===== config.mk =====
export PLATFORM = sky130hd
export DESIGN_NAME = serial_bypass_subtractor
export DESIGN_NICKNAME = d
export VERILOG_FILES = /design/src/rtl/serial_bypass_subtractor.sv
export SDC_FILE = /design/constraint.sdc
export NUM_CORES = 1
export LEC_CHECK = 0
export BUFFER_PORTS_ARGS = -buffer_cell sky130_fd_sc_hd__clkbuf_2
export CAP_MARGIN = 20
export CORE_ASPECT_RATIO = 0.6
export CORE_UTILIZATION = 55
export DETAILED_ROUTE_END_ITERATION = 16
export PLACE_DENSITY = 0.91
export SKIP_LAST_GASP = 1
export SYNTH_ARGS = -nofsm -noshare
export SYNTH_HDL_FRONTEND = slang
export SYNTH_SLANG_ARGS = --single-unit
export TNS_END_PERCENT = 30

===== constraint.sdc =====
create_clock -name clk -period 3.08 [get_ports clk]
set_input_delay 0.308 -clock clk [delete_from_list [all_inputs] [get_ports clk]]
set_output_delay 0.308 -clock clk [all_outputs]
set_load 0.01 [all_outputs]

===== src/rtl/serial_bypass_subtractor.sv =====
// Sequential A - B - bin subtractor: computes A + ~B + ~bin two bits per cycle
// using a carry-bypass slice, with a valid/ready handshake on both sides.
module serial_bypass_subtractor #(
  parameter int WIDTH = 8
) (
  input  logic             clk,
  input  logic             rst_n,
  input  logic             in_valid,
  output logic             in_ready,
  input  logic [WIDTH-1:0] A,
  input  logic [WIDTH-1:0] B,
  input  logic             bin,
  output logic             out_valid,
  input  logic             out_ready,
  output logic [WIDTH-1:0] diff,
  output logic             bout,
  output logic             zero
);

  localparam int SLICES = WIDTH / 2;
  localparam int IW     = (SLICES > 1) ? $clog2(SLICES) : 1;
  localparam logic [IW-1:0] LAST = IW'(SLICES - 1);

  localparam logic [1:0] IDLE = 2'd0;
  localparam logic [1:0] RUN  = 2'd1;
  localparam logic [1:0] DONE = 2'd2;

  logic [1:0]       state_reg;
  logic [WIDTH-1:0] a_reg;
  logic [WIDTH-1:0] nb_reg;
  logic [WIDTH-1:0] diff_reg;
  logic [WIDTH-1:0] diff_next;
  logic             carry_reg;
  logic [IW-1:0]    idx_reg;
  logic             bout_reg;
  logic             zero_reg;

  logic [1:0] a_slice;
  logic [1:0] b_slice;
  logic [1:0] prop;
  logic [1:0] gen;
  logic [1:0] sum;
  logic       c_mid;
  logic       ripple;
  logic       cout;

  // One 2-bit slice; when both bits propagate, the incoming carry skips the ripple path.
  always_comb begin
    a_slice   = a_reg[{idx_reg, 1'b0} +: 2];
    b_slice   = nb_reg[{idx_reg, 1'b0} +: 2];
    prop      = a_slice ^ b_slice;
    gen       = a_slice & b_slice;
    sum[0]    = prop[0] ^ carry_reg;
    c_mid     = gen[0] | (prop[0] & carry_reg);
    sum[1]    = prop[1] ^ c_mid;
    ripple    = gen[1] | (prop[1] & c_mid);
    cout      = (&prop) ? carry_reg : ripple;
    diff_next = diff_reg;
    diff_next[{idx_reg, 1'b0} +: 2] = sum;
  end

  always_ff @(posedge clk or negedge rst_n) begin
    if (!rst_n) begin
      state_reg <= IDLE;
      a_reg     <= '0;
      nb_reg    <= '0;
      diff_reg  <= '0;
      carry_reg <= 1'b0;
      idx_reg   <= '0;
      bout_reg  <= 1'b0;
      zero_reg  <= 1'b0;
    end else begin
      case (state_reg)
        IDLE: begin
          if (in_valid) begin
            a_reg     <= A;
            nb_reg    <= ~B;
            carry_reg <= ~bin;
            idx_reg   <= '0;
            diff_reg  <= '0;
            state_reg <= RUN;
          end
        end
        RUN: begin
          diff_reg  <= diff_next;
          carry_reg <= cout;
          if (idx_reg == LAST) begin
            idx_reg   <= '0;
            bout_reg  <= ~cout;
            zero_reg  <= (diff_next == '0);
            state_reg <= DONE;
          end else begin
            idx_reg <= idx_reg + 1'b1;
          end
        end
        DONE: begin
          if (out_ready) begin
            state_reg <= IDLE;
            a_reg     <= '0;
            nb_reg    <= '0;
            diff_reg  <= '0;
            carry_reg <= 1'b0;
            idx_reg   <= '0;
            bout_reg  <= 1'b0;
            zero_reg  <= 1'b0;
          end
        end
        default: state_reg <= IDLE;
      endcase
    end
  end

  // diff is built up in place during RUN, so it is only exposed once complete.
  assign in_ready  = (state_reg == IDLE);
  assign out_valid = (state_reg == DONE);
  assign diff      = out_valid ? diff_reg : '0;
  assign bout      = bout_reg;
  assign zero      = zero_reg;

endmodule


==> results.py <==
metrics = {
    "run_status": {
        "run_status": "finished clean",
    },
    "critical_path": {
        "cpPeakStageDelay_ns": 0.57,
        "r2r.worst_path.cells": 8,
        "crit_path_start": "idx_reg[0]$_DFFE_PN0P_",
        "end_kind": "flip-flop",
        "setup.worst_path.end": "zero$_DFFE_PN0P_",
        "rrSetupSlack_ns": 0.45,
        "arrival_ns": 2.79,
        "r2r-end": "zero$_DFFE_PN0P_",
        "cp_data_required_time_ns": 3.24,
        "path_class": "reg -> reg",
        "cp_max_fo": 4,
        "crit_chain": "mux4_2, fa_1, inv_1, fa_1, inv_1, nor2_1, o41ai_1, o41ai_1",
        "rr_startpoint": "idx_reg[0]$_DFFE_PN0P_",
        "cp_slowest_cell": "mux4_2",
        "critPathLaunchType": "flip-flop",
    },
    "synth": {
        "avgSynthCellArea_um2": 10.9,
        "synthDistinctLibCells": 38,
        "synth_compound_area_share_pct": 20.2,
        "synth_top_family_by_area": "compound AO/OA/AOI/OAI gates",
        "yosysTopAreaCell": "dfrtp_1",
        "syn_nets": 196,
        "ys_seq_elements": 31,
        "yosys_warnings": 0,
        "ys_seq_area_share_pct": 44.2,
        "synth.area.mux_share_pct": 6.28,
        "synth_top_area_share_pct": 44.2,
        "syn-instance-count": 161,
        "synth_area_um2": 1750,
        "synth_fa_ha_area_share_pct": 10.8,
        "synthXorXnorAreaFrac_pct": 0,
        "synth_area_leaders": "dfrtp_1 44%, ha_1 8.6%, a22o_1 6.5%",
        "yosys.area_share.simple_pct": 13.6,
    },
    "sta": {
        "worstMarginPinSlew_ns": 0.774,
        "relSlewSlack_pct": 48.4,
        "fin_crit_ns": 2.63,
        "tns_ns": 0,
        "maxSlewViolCount": 0,
        "fin_worst_skew_ns": 0.00983,
        "post-route-period-util_pct": 85.5,
        "hold_viol": 0,
        "rsz0062_at_grt": "false",
        "worst_slack_ns": 0.448,
        "setup_violations": 0,
        "clock.fmax_mhz": 380,
    },
    "floorplanning": {
        "ios": 33,
        "die_x_um": 74.9,
        "die_y_um": 45.7,
        "start_util_pct": 59.5,
        "die_area_um2": 3430,
        "rows": 15,
        "core-area_um2": 2950,
    },
    "global_route": {
        "first_global_vias": 1340,
        "grt-ovfl-total": 0,
        "grt_max_degree": 32,
        "grt_usage_pct": 27.9,
        "grt_pass1_wl_um": 6670,
        "antenna_found_initial": 0,
    },
    "cells_and_area": {
        "utilization_pct": 69.4,
        "fillers": 244,
        "antenna_cells": 0,
        "drive_gt1_share_pct": 25.4,
        "areaGrowthSynthToFinish_pct": 16.5,
        "final_cell_mix": "32 x clkbuf_2, 31 x dfrtp_1, 14 x inv_1",
        "stdcell_count": 239,
        "layout_commonest_cell": "clkbuf_2",
        "nNetsFinal": 231,
    },
    "pwr": {
        "clkPwrFrac_pct": 15.7,
        "power.share.switching_pct": 43.9,
        "p_total_mw": 2.21,
        "p_switching_uw": 970,
        "p_seq_share_pct": 31.9,
        "cellLeakagePower_nw": 0.966,
        "max-vdd-ir-drop_v": 0.000798,
        "p_comb_share_pct": 52.4,
        "power.density_nw_per_um2": 1080,
        "p_int_mw": 1.24,
    },
    "clock_tree": {
        "cts_buffers": 5,
        "cts.reportedPaths.clkPinSlew_ns": 0.07,
        "postCtsSetupBuffers": 0,
        "worstSkewPairLatency_ns": 0.28,
        "cts_tree": "built",
        "postCtsHoldBufs": 0,
        "clockRootBuffer": "clkbuf_8",
        "cts_sinks": 31,
        "cts_resized": 0,
        "clock_path_buffers": 2,
        "htree_levels": 2,
    },
    "placed_design": {
        "gp_congestion": 0.936,
        "place_hpwl_um": 3280,
        "dp.cells": 231,
        "place_ws_ns": 0.434,
        "place.port_buffers": 32,
    },
    "drt": {
        "drc_errors": 0,
        "dr.pass1.iters": 4,
        "viasPerCell": 6.10,
        "wirelength_um": 4200,
        "wl_per_cell_um": 17.6,
        "ant_nets": 0,
        "drtIter0Drc": 104,
        "vias": 1459,
    },
    "flow_run": {
        "max_cap_viol_count": 0,
    },
    "hold_path": {
        "hold_class": "in -> async",
    },
}
-- Yosys cell counts, drive strengths merged --
cell,instances
nand2,4
o22ai,5
clkbuf,1
a311oi,1
mux4,4
nor2b,4
nand2b,1
nor2,13
fa,2
inv,15
and3,1
o21a,1
dfrtp,31
ha,12
o2bb2ai,8
o41ai,2
o31ai,2
and2,4
a21oi,3
nand4,2
o2111ai,1
nand3,6
mux2i,2
o21bai,1
a22o,13
and3b,1
or3,2
buf,4
o21ai,11
nor3,3
nand3b,1
-- power groups by stage --
stage	sequential [mW]	combinational (mW)	clock, mW
finish	0.705	1.16	0.348
global route	0.721	1.28	0.370
CTS	0.700	1.15	0.354
detailed placement	0.703	1.15	0
global placement	0.690	1.11	0
floorplan	0.654	0.895	0
-- layer usage --
metal | part of all wire, % | track usage [%] | routed length (um) | up-vias
li1 | - | - | - | 655
met1 | 47 | 40.2 | 1970 | 720
met2 | 44 | 41.1 | 1830 | 77
met3 | 8.6 | 8.85 | 360 | 7
met4 | 0.83 | 6.79 | 35 | 0
met5 | 0 | 0 | 0 | -
-- final cells by class --
| type | instances | area (um^2) | share of cell area [%] |
|---|---|---|---|
| Tap cell | 42 | 52.6 | 2.57 |
| Inverter | 15 | 56.3 | 2.75 |
| Sequential cell | 31 | 776 | 37.9 |
| Multi-Input combinational cell | 110 | 892 | 43.6 |
| Clock buffer | 8 | 100 | 4.90 |
| Timing Repair Buffer | 33 | 168 | 8.20 |
-- critical path: cells and delay by family, from the launching register on --
family                     cells  cell delay (ns)
AOI/OAI and AO/OA              2             0.44
adders and majority gates      2             0.80
buffers and inverters          2             0.20
DFF                            1             0.45
muxes                          1             0.57
and+or+nand+nor                1             0.07
-- cells by family after synthesis --
group | Yosys count
AO/OA/AOI/OAI | 48
AND/OR/NAND/NOR | 42
flip-flops | 31
buffers and inverters | 20
adder cells (fa/ha/maj) | 14
multiplexers | 6
-- through the flow --
stage / cell area, um^2 / hold WS, ns
2_1_floorplan: 1750 / 0.0124
3_3_place_gp: 1940 / 0.393
3_5_place_dp: 1940 / 0.415
4_1_cts: 2040 / 0.111
5_1_grt: 2040 / 0.154
6_report: 2040 / 0.0891
-- worst min path at each step --
stage | from | endpoint | slack (ns) | depth (start not counted)
after detailed placement | rst_n | diff_reg[5]$_DFFE_PN0P_ | 0.41 | 1
after floorplan | rst_n | a_reg[0]$_DFFE_PN0P_ | 0.01 | 0
after global placement | rst_n | diff_reg[5]$_DFFE_PN0P_ | 0.39 | 1
after global routing | rst_n | diff_reg[4]$_DFFE_PN0P_ | 0.15 | 1
after CTS | rst_n | diff_reg[5]$_DFFE_PN0P_ | 0.11 | 1
final | rst_n | diff_reg[4]$_DFFE_PN0P_ | 0.09 | 1
Power figures use the tool's default switching activity.
